### src/rtl/instr_fetch_buffer.sv
// -----------------------------------------------------------------------------
// instr_fetch_buffer
//
// Small circular FIFO that sits between the instruction memory read port and
// the decoder. Words returned by memory are queued at the tail; the decoder
// sees the head entry and pops it with `consume`. A `flush` (branch/jump
// redirect) empties the buffer and discards any word arriving that cycle.
//
// Parameters
//   DATA_WIDTH  instruction word width in bits
//   DEPTH       number of buffered words (power of two, >= 2)
//
// Ports
//   clk          clock, all state changes on the rising edge
//   reset        synchronous, active-high reset
//   waitrequest  memory stall; fetch_data is not valid while high
//   fetch_valid  memory returns a word this cycle (qualified by !waitrequest)
//   fetch_data   fetched instruction word
//   consume      decoder takes the head instruction this cycle
//   flush        discard every buffered instruction
//   fetch_ready  buffer can accept a word this cycle (combinational)
//   instr_valid  head entry holds a valid instruction
//   instr_data   head instruction, zero while empty
//   count        number of valid entries, 0..DEPTH
// -----------------------------------------------------------------------------
module instr_fetch_buffer #(
    parameter int DATA_WIDTH = 32,
    parameter int DEPTH      = 4
) (
    input  logic                         clk,
    input  logic                         reset,
    input  logic                         waitrequest,
    input  logic                         fetch_valid,
    input  logic [DATA_WIDTH-1:0]        fetch_data,
    input  logic                         consume,
    input  logic                         flush,
    output logic                         fetch_ready,
    output logic                         instr_valid,
    output logic [DATA_WIDTH-1:0]        instr_data,
    output logic [$clog2(DEPTH+1)-1:0]   count
);

    localparam int PTR_W = $clog2(DEPTH);
    localparam int CNT_W = $clog2(DEPTH + 1);
    localparam logic [CNT_W-1:0] FULL_COUNT = CNT_W'(DEPTH);

    // -------------------------------------------------------------------------
    // State
    // -------------------------------------------------------------------------
    logic [DATA_WIDTH-1:0] r_mem [DEPTH];
    logic [PTR_W-1:0]      r_head;
    logic [PTR_W-1:0]      r_tail;
    logic [CNT_W-1:0]      r_count;

    logic                  w_not_empty;
    logic                  w_has_room;
    logic                  w_push;
    logic                  w_pop;

    // -------------------------------------------------------------------------
    // Handshake decode
    // -------------------------------------------------------------------------
    always_comb begin
        w_not_empty = (r_count != '0);
        w_has_room  = (r_count < FULL_COUNT);

        // A full buffer still accepts a word when the head leaves this same
        // cycle: the freed slot is exactly the one the tail points at.
        fetch_ready = w_has_room || (consume && w_not_empty);

        // flush and reset win over everything, so they gate both strobes.
        w_push = fetch_valid && !waitrequest && fetch_ready && !flush && !reset;
        w_pop  = consume && w_not_empty && !flush && !reset;
    end

    // -------------------------------------------------------------------------
    // Storage
    // -------------------------------------------------------------------------
    // NOTE: the word array is deliberately not reset. Entries are only ever
    // shown through instr_data when count covers them, so stale contents are
    // invisible, and leaving the reset off lets the array map onto plain
    // register files or distributed RAM.
    always_ff @(posedge clk) begin
        if (w_push) begin
            r_mem[r_tail] <= fetch_data;
        end
    end

    // -------------------------------------------------------------------------
    // Pointers and occupancy
    // -------------------------------------------------------------------------
    // NOTE: sequential state is updated with non-blocking assignments only, so
    // every right-hand side below sees the pre-edge values of r_head, r_tail
    // and r_count regardless of statement order.
    always_ff @(posedge clk) begin
        if (reset || flush) begin
            r_head  <= '0;
            r_tail  <= '0;
            r_count <= '0;
        end else begin
            // DEPTH is a power of two, so natural pointer overflow is the
            // modulo-DEPTH wrap.
            if (w_push) begin
                r_tail <= r_tail + PTR_W'(1);
            end
            if (w_pop) begin
                r_head <= r_head + PTR_W'(1);
            end

            unique case ({w_push, w_pop})
                2'b10:   r_count <= r_count + CNT_W'(1);
                2'b01:   r_count <= r_count - CNT_W'(1);
                default: r_count <= r_count;
            endcase
        end
    end

    // -------------------------------------------------------------------------
    // Outputs
    // -------------------------------------------------------------------------
    // instr_data is read from registered storage only, so a word written this
    // cycle becomes visible on the next one and there is no path from
    // fetch_data to instr_data. Pushes never move r_head, so the head word is
    // stable until a pop or flush.
    always_comb begin
        instr_valid = w_not_empty;
        instr_data  = w_not_empty ? r_mem[r_head] : '0;
        count       = r_count;
    end

endmodule

### config.mk
export PLATFORM = sky130hd
export DESIGN_NAME = instr_fetch_buffer
export DESIGN_NICKNAME = d
export VERILOG_FILES = /design/src/rtl/instr_fetch_buffer.sv
export SDC_FILE = /design/constraint.sdc
export NUM_CORES = 1
export LEC_CHECK = 0
export CAP_MARGIN = 20
export CORE_UTILIZATION = 52
export DETAILED_ROUTE_END_ITERATION = 10
export PLACE_DENSITY = 0.77
export SYNTH_ARGS = -nofsm -noshare
export SYNTH_HDL_FRONTEND = slang
export SYNTH_SLANG_ARGS = --single-unit
### constraint.sdc
create_clock -name clk -period 6.4 [get_ports clk]
set_input_delay 0.96 -clock clk [delete_from_list [all_inputs] [get_ports clk]]
set_output_delay 0.96 -clock clk [all_outputs]
set_load 0.01 [all_outputs]
## After elaboration in Yosys (flattened, before gate mapping)

Memories as Yosys holds them, arrays and structs flattened. A register that Yosys moved wholly into a read port is not among the register bits.
Cells that the tools add are included.

| cells by class | value |
|---|---|
| multiply operators | 0 |
| div/mod/pow operators | 0 |
| $add $sub $neg | 4 |
| shift-type cells | 0 |
| order comparisons | 1 |
| bitwise gates (word level) | 0 |
| reduce and logical (&&, ||, !) cells | 14 |
| multiplexer cells | 6 |
| equality and inequality tests | 2 |

Operators by type and width:

| kind | number |
|---|---|
| $mux 32 | 1 |
| $logic_and 1x1->1 | 7 |
| $pmux 3 s2 | 1 |
| $add 2x1->2 const B | 2 |
| $mux 2 | 2 |
| $add 3x1->3 const B | 1 |
| $logic_not 1->1 | 3 |
| $lt 3x3->1 const B | 1 |
| $reduce_bool 3->1 | 1 |
| $sub 3x1->3 const B | 1 |
| $eq 2x1->1 const B | 1 |
| $eq 2x2->1 const B | 1 |
| $logic_or 1x1->1 | 2 |
| $mux 1 | 2 |
| $reduce_bool 2->1 | 1 |

| word-level totals | value |
|---|---|
| input port bits | 38 |
| latch bits | 0 |
| memory bits (writable) | 128 |
| memories | 1 |
| output and inout bits | 37 |
| register bits | 7 |
| ROM bits | 0 |
| word-level logic and storage cells | 31 |

Memory list:

| name | depth | bits a word | rd ports | clocked after Yosys merged registers in | write ports | line | text |
|---|---|---|---|---|---|---|---|
| r_mem | 4 | 32 | 1 | 1 | 1 | 50 | `logic [DATA_WIDTH-1:0] r_mem [DEPTH];` |

## Longest topological paths before layout

Gate-level depths: netlist of run 1.

| logic depth | value |
|---|---|
| word-level depth | 8 |
| depth in mapped cells | 10 |
| depth with buffers taken out | 9 |

## Worst setup path after synthesis of run 1

OpenSTA, ideal clock, no wires.

| timing | value |
|---|---|
| path type | in2reg |
| from | in flush |
| to | reg r_count[2] (netlist: count[2]) |
| buffers on the path | 1 |
| data required time | 6330 ps |
| arrival time | 2639 ps |
| setup time | 70 ps |
| cell stages on the path | 9 |
| setup slack | 3691 ps |
| path through | or2_2 -> buf_2 -> nor2_1 -> ha_1 -> inv_1 -> fa_1 -> xor2_1 -> or3_1 -> a21oi_1 |

| on the way | value |
|---|---|
| cells in the longest elaborated chain, start to end | 5 |
| elaborated cells on any way between the ends | 10 |
| those cells by class | eq/ne (2); mux (1); reduce/logical (7) |

RTL lines:

| item | line | text |
|---|---|---|
| start, declared | 36 | `input logic flush,` |
| $logic_not 1->1 (*) | 73 | `w_pop = consume && w_not_empty && !flush && !reset;` |
| $logic_and 1x1->1 (*) (2 in a row) | 73 |  |
| named net w_pop | 58 | `logic w_pop;` |
| $eq 2x1->1 / $eq 2x2->1 (equally long branches) | 110 | `unique case ({w_push, w_pop})` |
| $pmux 3 s2 / $reduce_bool 2->1 (equally long branches) | -- |  |
| end signal, assigned | 111 | `2'b10: r_count <= r_count + CNT_W'(1);` |
| end signal, assigned | 112 | `2'b01: r_count <= r_count - CNT_W'(1);` |
| end signal, assigned | 113 | `default: r_count <= r_count;` |
| end, declared | 53 | `logic [CNT_W-1:0] r_count;` |

The timed path passes the listed nets; every way through them passes the cells marked *.
A chain may end at the register's enable or synchronous reset.

==> results.md, run 1 <==
| Parameter | Value |
| --- | --- |
| Run status | finished clean |
| Final worst path period share | 0.573 |
| Met2 WL | 4810 um |
| Initial antenna violation count | 0 |
| Clock transition at path regs | 50 ps |
| Number of global-route vias before repair | 2,667 |
| Clock insertion delay at the later pin of the skew report | 510 ps |
| Element type at the critical path start | register |
| Area Growth Syn to Fin | 26.0% |
| Global-route wire length before repair | 13,700 um |
| Die area | 10,700 sq um |
| DIE WIDTH | 103 um |
| Highest routed metal layer | met4 |
| Setup-failing EPs final | 0 |
| Clock tree skew after final layout | 9.80 ps |
| Fraction of the yosys area taken by sequential cells | 0.755 |
| Syn Std Cell Area | 5330 sq um |
| Register area | 4030 sq um |
| Crit end category | primary output |
| Met1 routed wirelength after detailed routing | 3760 um |
| Aggregate global-route resource usage | 0.188 |
| Cts bufs inserted | 17 |
| CP cell instances | buf_4 > mux4_2 > nor2b_1 > clkdlybuf4s50_1 |
| Final hold vios | 0 |
| Number of nets with antenna violations after routing | 0 |
| Syn nets | 302 |
| Static leakage | 2.10 nW |
| P per Cell Area | 285 nW/um^2 |
| Number of post-CTS setup repair buffers | 0 |
| Die Y | 103 um |
| #FFs+latches synth | 137 |
| Largest net degree at the start of global routing | 36 |
| Fraction of final layout cells sized beyond drive strength 1 | 0.195 |
| Kind of path behind the tightest hold check | register to register |
| Top Ports | 75 |
| Wire per inst | 18.8 um |
| RR Startpoint | count[2] |
| Minimum setup slack after placement | 3160 ps |
| Area of the multi-input gates | 1210 sq um |
| Category of the critical setup timing path | register to primary output |
| Delay of the slowest cell on the worst path | 560 ps |
| Net total in the final layout | 385 |
| Unrepaired setup endpoints after global routing | false |
| TritonCTS sink count | 137 |
| Min-Delay Startpoint | r_head[1] |
| Top cells by area, synth | sky130_fd_sc_hd__edfxtp_1 72%, sky130_fd_sc_hd__mux4_2 14%, sky130_fd_sc_hd__nor2b_1 3.8%, sky130_fd_sc_hd__dfxtp_1 3.4%, sky130_fd_sc_hd__ha_1 1.2% |
| Detailed Place HPWL | 5030 um |
| Input/output buffers | 74 |
| VDD IR-drop max | 0.227 mV |
| Worst-case clock buffer depth | 2 |
| Max H-tree Level | 4 |
| Count of yosys warnings during synthesis | 0 |
| Site row count | 36 |
| Post-synthesis instance total | 258 |
| Mapped Avg Cell Area | 20.7 sq um |
| Arr. time, crit path | 2710 ps |
| Critical Path RT | 5440 ps |
| Highest clock rate | 273 MHz |
| Iter 0 DRT Violations | 96 |
| Critical path fanouts, max | 27 |
| Max-slew violations | 0 |
| Number of filler instances in the final layout | 610 |
| Cts hold-fix bufs | 0 |
| Grt ovf | 0 |
| Number of distinct library cells after synthesis | 25 |
| Crit path buf inv count | 2 |
| Vias after detailed routing | 2,620 |
| Floorplan core area | 9860 sq um |
| Worst Tran Pin Value | 892 ps |
| Total length of routed met3 wires | 420 um |
| Largest area contributor in the synthesized netlist | sky130_fd_sc_hd__edfxtp_1 |
| TritonCTS clock tree | done |
| Number of diodes | 0 |
| Worst path slowest cell | sky130_fd_sc_hd__mux4_2 |
| Initial core utilization | 0.540 |
| Number of resized instances in the post-cts repair step | 0 |
| Crit-path leading delay family | buffers and inverters |
| Minimum period implied by the final worst setup slack | 3670 ps |
| Detailed-router iteration count before antenna repair | 4 |
| Headroom to the max-slew limit | 0.405 |
| Post-detailed-route DRC marker count | 0 |
| Total negative slack for setup checks | 0 ps |
| Top cell type's share of synthesized area | 0.721 |
| CTS Root Cell | sky130_fd_sc_hd__clkbuf_8 |
| Total wirelength of the detailed-routed design | 9120 um |
| Via density per instance | 5.39 |
| Routability congestion estimate | 0.753 |
| Smallest setup slack after layout | 2730 ps |
| Reported max-cap violation count | 0 |
==> worst min-delay path, stage by stage, from the launching register on <==
cell and delay, ps:
sky130_fd_sc_hd__dfxtp_1 300, sky130_fd_sc_hd__o21ai_0 80, sky130_fd_sc_hd__a21oi_1 80
==> per-stage QoR <==
step	power [mW]	hold slack (ps)	cells	instance area, sq um	utilization
CTS	1.93	513	486	6720	0.681
global route	1.98	547	486	6720	0.681
finish	1.91	516	486	6720	0.681
detailed placement	1.06	473	455	6180	0.627
global placement	1.05	462	455	6180	0.627
floorplan	1.02	459	258	5330	-
==> cell usage in the layout (no fill, tap or decap), drive strengths merged, types with 3 or more instances in the layout <==
cell,netlist,routed
edfxtp,128,128
clkdlybuf4s50,0,74
mux4,32,32
nor2b,32,32
clkbuf,4,20
dfxtp,9,9
inv,7,7
clkinv,0,7
nor2,6,6
ha,5,5
and3,4,4
a21oi,3,3
xor2,3,3
o21ai,3,3
==> registers in the layout, indices dropped and copies added (netlist names), named ones only <==
name and cells:
r_head 2, r_tail 2, r_mem 128, count 3
==> report_power, final <==
part           leakage, nW  switching [mW]  internal (mW)  total [mW]
combinational        0.614          0.0219         0.0305      0.0524
sequential            1.23         0.00152          0.984       0.986
clock                0.257           0.331          0.544       0.875
total                 2.10           0.355           1.56        1.91
==> per-layer routing <==
layer  global-route usage  up-vias
li1                     -     1187
met1                0.224     1338
met2                0.319       86
met3               0.0571        9
met4               0.0802        0
met5                    0        -
==> worst paths after layout <==
check | cells after the start | end | slack (ps)
hold / removal | 2 | register | 520
setup / recovery | 4 | instr_data[0] | 2730
setup reg to reg | 9 | count[2] | 4180
hold reg to reg | 2 | register | 520
==> synthesized netlist by cell type, drive strengths merged <==
cell type and n:
edfxtp 128, mux4 32, nor2b 32, dfxtp 9
buf 8, inv 7, nor2 6, ha 5
and3 4, clkbuf 4, a21oi 3, o21ai 3
xor2 3, nand3 2, o31ai 2, or2 2
or3 2, and2 1, fa 1, nand2 1
nand2b 1, nor3 1, nor4b 1
==> kinds of logic after synthesis <==
kind of cell	Yosys count	share of synthesized area
buf+inv	19	0.0200
fa+ha+maj	6	0.0155
mux	32	0.135
compound gates	8	0.00845
simple gates	53	0.0608
flops	137	0.755
xor+xnor	3	0.00493
==> layout make-up <==
class	count	area share
flip-flops and latches	137	0.599
clock inverters	11	0.0158
well taps	133	0.0248
multi-input cells	102	0.180
clock buffers	20	0.0633
inverters	7	0.00391
repair buffers	76	0.113
No activity file was read; power rests on OpenSTA's default activity.
==> run 2: changes to the inputs <==
- clock period: 6.4 -> 3.4 ns (I/O delays scaled with it)
==> results.md, run 2 (synthesis gave the netlist of run 1 again) <==
| Parameter | Value |
| --- | --- |
| Cts hold-fix bufs | 0 |
| Total negative slack for setup checks | 0 ps |
| Initial core utilization | 0.540 |
| Worst Hold Path Cells | 2 |
| Static leakage | 2.18 nW |
| TritonCTS clock tree | done |
| Worst Reg-to-Reg Cells | 9 |
| Highest clock rate | 339 MHz |
| Clock transition at path regs | 60 ps |
| Area after DPL | 6290 sq um |
| Worst reg2reg path endpoint | count[2] |
| CTS Root Cell | sky130_fd_sc_hd__clkbuf_8 |
| Total wirelength of the detailed-routed design | 9500 um |
| Die Y | 103 um |
| Largest register by flop count | r_mem |
| Area Growth Syn to Fin | 29.2% |
| Max-slew violations | 0 |
| Detailed Place HPWL | 5930 um |
| Net total in the final layout | 393 |
| Element type at the critical path start | register |
| Die area | 10,700 sq um |
| Setup slack of the most critical reg-to-reg path | 1140 ps |
| Number of diodes | 0 |
| Input/output buffers | 74 |
| Critical path fanouts, max | 20 |
| Number of post-CTS setup repair buffers | 0 |
| Final worst path period share | 0.869 |
| Smallest setup slack after layout | 446 ps |
| WHS | 531 ps |
| Minimum period implied by the final worst setup slack | 2950 ps |
| Crit end category | primary output |
| Post-detailed-route DRC marker count | 0 |
| Site row count | 36 |
| Run status | finished clean |
| Top Ports | 75 |
| RR Startpoint | count[2] |
| Minimum setup slack after placement | 534 ps |
| Category of the critical setup timing path | register to primary output |
| Setup-failing EPs final | 0 |
| Final cell count without fillers | 495 |
| Routability congestion estimate | 0.699 |
| Crit path buf inv count | 2 |
| Most common library cell in the layout ignoring fill and taps | sky130_fd_sc_hd__edfxtp_1 |
| Fraction of final layout cells sized beyond drive strength 1 | 0.229 |
| Post-layout utilization of the core | 0.698 |
| Iter 0 DRT Violations | 115 |
| Clock insertion delay at the later pin of the skew report | 510 ps |
| Cts bufs inserted | 17 |
| Worst path slowest cell | sky130_fd_sc_hd__mux4_2 |
| Critical Path RT | 2890 ps |
| Aggregate global-route resource usage | 0.194 |
| Headroom to the max-slew limit | 0.664 |
| Final hold vios | 0 |
| Kind of path behind the tightest hold check | register to register |
| Crit-path leading delay family | buffers and inverters |
| Placed Cells | 463 |
| Grt ovf | 0 |
| P per Cell Area | 547 nW/um^2 |
| VDD IR-drop max | 0.398 mV |
| Min-Delay Startpoint | r_head[1] |
| TritonCTS sink count | 137 |
| Reported max-cap violation count | 0 |
| Initial antenna violation count | 0 |
| Number of nets with antenna violations after routing | 0 |
| Unrepaired setup endpoints after global routing | false |
| Vias after detailed routing | 2,706 |
| Global-route wire length before repair | 14,300 um |
| Worst-case clock buffer depth | 2 |
| Top library cells by usage in the layout, fill and taps aside | 128 x sky130_fd_sc_hd__edfxtp_1, 74 x sky130_fd_sc_hd__clkdlybuf4s50_1, 32 x sky130_fd_sc_hd__mux4_2, 32 x sky130_fd_sc_hd__nor2b_1, 16 x sky130_fd_sc_hd__clkbuf_16 |
| Via density per instance | 5.47 |
| Max H-tree Level | 4 |
| Number of flip-flops in the largest register | 128 |
| Number of resized instances in the post-cts repair step | 0 |
| Power, Total | 3.77 mW |
| Clock tree skew after final layout | 5.89 ps |
| DIE WIDTH | 103 um |
| Arr. time, crit path | 2440 ps |
| Total non-filler cell area in the finished layout | 6880 sq um |
| CP cell instances | buf_4 > mux4_2 > nor2b_1 > clkdlybuf4s50_1 |
| Delay of the slowest cell on the worst path | 570 ps |
| Floorplan core area | 9860 sq um |
| Wire per inst | 19.2 um |
| Detailed-router iteration count before antenna repair | 4 |
| Worst Tran Pin Value | 503 ps |
| Largest net degree at the start of global routing | 23 |
| Number of global-route vias before repair | 2,778 |
==> run 2: worst register-to-register path: stages (launching register included) <==
cell	delay, ps
sky130_fd_sc_hd__dfxtp_1	460
sky130_fd_sc_hd__nand2b_1	210
sky130_fd_sc_hd__and2_1	220
sky130_fd_sc_hd__inv_1	60
sky130_fd_sc_hd__ha_1	170
sky130_fd_sc_hd__inv_1	60
sky130_fd_sc_hd__fa_1	370
sky130_fd_sc_hd__xor2_1	160
sky130_fd_sc_hd__or3_1	310
sky130_fd_sc_hd__a21oi_1	170
==> run 2: per-layer routing <==
layer	part of all wire	track usage	vias up
met5	0	0	-
met4	0.023	0.0910	0
met3	0.040	0.0497	16
met2	0.54	0.332	85
met1	0.40	0.231	1398
li1	-	-	1207
==> run 2: layout make-up <==
cell class              instances  area (sq um)
clock buffers                  18           418
clock inverters                14           171
fillers                       600          2980
inverters                       7          26.3
multi-input cells             102          1210
flip-flops and latches        137          4030
well taps                     133           166
repair buffers                 84           866
==> run 2: power by group <==
group,internal (mW),switching (mW),total (mW)
Combinational,0.0591,0.0416,0.101
Clock,1.12,0.692,1.81
Sequential,1.85,0.00278,1.85
==> run 2: worst max path at each step <==
stage | from | endpoint | slack [ps] | cells after the start
3_3_place_gp | flush | count[2] | 680 | 10
5_1_grt | register | instr_data[11] | 310 | 4
3_5_place_dp | flush | count[2] | 530 | 10
2_1_floorplan | flush | count[2] | 1140 | 9
4_1_cts | register | instr_data[14] | 390 | 4
6_report | register | instr_data[11] | 450 | 4
==> run 3: changes to the inputs <==
- CAP_MARGIN: 20 -> 10
- CTS_BUF_LIST: not set -> sky130_fd_sc_hd__clkbuf_4
==> results.md, run 3 (synthesis gave the netlist of run 1 again) <==
| Parameter | Value |
| --- | --- |
| Run status | finished clean |
| Detailed-router iteration count before antenna repair | 4 |
| Highest clock rate | 341 MHz |
| TritonCTS clock tree | done |
| CTS Root Cell | sky130_fd_sc_hd__clkbuf_4 |
| Number of diodes | 0 |
| Largest net degree at the start of global routing | 23 |
| Unrepaired setup endpoints after global routing | false |
| Die Y | 103 um |
| Minimum period implied by the final worst setup slack | 2930 ps |
| Largest register by flop count | r_mem |
| WHS | 518 ps |
| Number of nets with antenna violations after routing | 0 |
| Initial antenna violation count | 0 |
| Critical Path RT | 2890 ps |
| Static leakage | 2.05 nW |
| TritonCTS sink count | 137 |
| Via density per instance | 5.42 |
| Area Growth Syn to Fin | 23.9% |
| Total negative slack for setup checks | 0 ps |
| Iter 0 DRT Violations | 113 |
| Input/output buffers | 74 |
| CP cell instances | buf_4 > mux4_2 > nor2b_1 > clkdlybuf4s50_1 |
| Number of global-route vias before repair | 2,738 |
| Post-detailed-route DRC marker count | 0 |
| Global-route wire length before repair | 13,900 um |
| Clock insertion delay at the later pin of the skew report | 510 ps |
| Detailed Place HPWL | 5930 um |
| Number of post-CTS setup repair buffers | 0 |
| Grt ovf | 0 |
| Setup slack of the most critical reg-to-reg path | 1130 ps |
| Max H-tree Level | 4 |
| Worst Tran Pin Value | 502 ps |
| Clock transition at path regs | 110 ps |
| Number of filler instances in the final layout | 653 |
| Number of resized instances in the post-cts repair step | 0 |
| Worst-case clock buffer depth | 2 |
| Setup-failing EPs final | 0 |
| Max-slew violations | 0 |
| Element type at the critical path start | register |
| Aggregate global-route resource usage | 0.186 |
| Final worst path period share | 0.862 |
| Top Ports | 75 |
| Crit end category | primary output |
| Final hold vios | 0 |
| Number of flip-flops in the largest register | 128 |
| Top library cells by usage in the layout, fill and taps aside | 128 x sky130_fd_sc_hd__edfxtp_1, 74 x sky130_fd_sc_hd__clkdlybuf4s50_1, 32 x sky130_fd_sc_hd__mux4_2, 32 x sky130_fd_sc_hd__nor2b_1, 18 x sky130_fd_sc_hd__clkbuf_4 |
| Initial core utilization | 0.540 |
| Worst path slowest cell | sky130_fd_sc_hd__mux4_2 |
| Net total in the final layout | 393 |
| Category of the critical setup timing path | register to primary output |
| Post-layout utilization of the core | 0.669 |
| Kind of path behind the tightest hold check | register to register |
| Routability congestion estimate | 0.699 |
| Power, Total | 3.06 mW |
| Fraction of final layout cells sized beyond drive strength 1 | 0.232 |
| Die area | 10,700 sq um |
| Cts hold-fix bufs | 0 |
| Wire per inst | 18.6 um |
| Floorplan core area | 9860 sq um |
| VDD IR-drop max | 0.289 mV |
| Total wirelength of the detailed-routed design | 9230 um |
| Vias after detailed routing | 2,681 |
| Most common library cell in the layout ignoring fill and taps | sky130_fd_sc_hd__edfxtp_1 |
| Reported max-cap violation count | 0 |
| Critical path fanouts, max | 20 |
| Cts bufs inserted | 17 |
| Arr. time, crit path | 2420 ps |
| Site row count | 36 |
| Headroom to the max-slew limit | 0.665 |
| P per Cell Area | 464 nW/um^2 |
| DIE WIDTH | 103 um |
| Delay of the slowest cell on the worst path | 570 ps |
| Clock tree skew after final layout | 10.8 ps |
[run 3: path summary, 6_finish.rpt]
check	from	to	cells after the start
worst max-delay path	register	instr_data[14]	4
worst min-delay path	r_head[1]	register	2
worst min register to register	r_head[1]	register	2
worst max register to register	count[2]	count[2]	9
[run 3: per-stage QoR]
step,area (sq um),setup WS (ps),instances
finish,6600,468,495
global route,6600,330,495
CTS,6600,389,495
detailed placement,6290,534,463
global placement,6290,678,463
floorplan,5330,1140,258
[run 3: power breakdown]
part | total (mW) | internal (mW) | switching (mW) | leakage, nW
Combinational | 0.101 | 0.0591 | 0.0415 | 0.667
Sequential | 1.85 | 1.85 | 0.00272 | 1.23
Clock | 1.11 | 0.523 | 0.585 | 0.159
[run 3: area by class of cell]
type / count / area [sq um] / share of cell area
well taps: 133 / 166 / 0.0252
inverters: 7 / 26.3 / 0.00398
clock inverters: 14 / 171 / 0.0260
repair buffers: 84 / 866 / 0.131
flip-flops and latches: 137 / 4030 / 0.610
multi-input cells: 102 / 1210 / 0.183
clock buffers: 18 / 135 / 0.0205
[run 3: routing by layer]
| metal | global-route usage | vias up | part of all wire |
|---|---|---|---|
| met2 | 0.333 | 84 | 0.53 |
| li1 | - | 1207 | - |
| met5 | 0 | - | 0 |
| met3 | 0.0457 | 15 | 0.043 |
| met4 | 0.0726 | 0 | 0.018 |
| met1 | 0.216 | 1375 | 0.41 |
[run 3: critical path, delay by kind of cell (launching register included)]
kind                   cells  cell delay [ps]
DFF                        1              350
muxes                      1              570
and+or+nand+nor            1              160
buffers and inverters      2              850
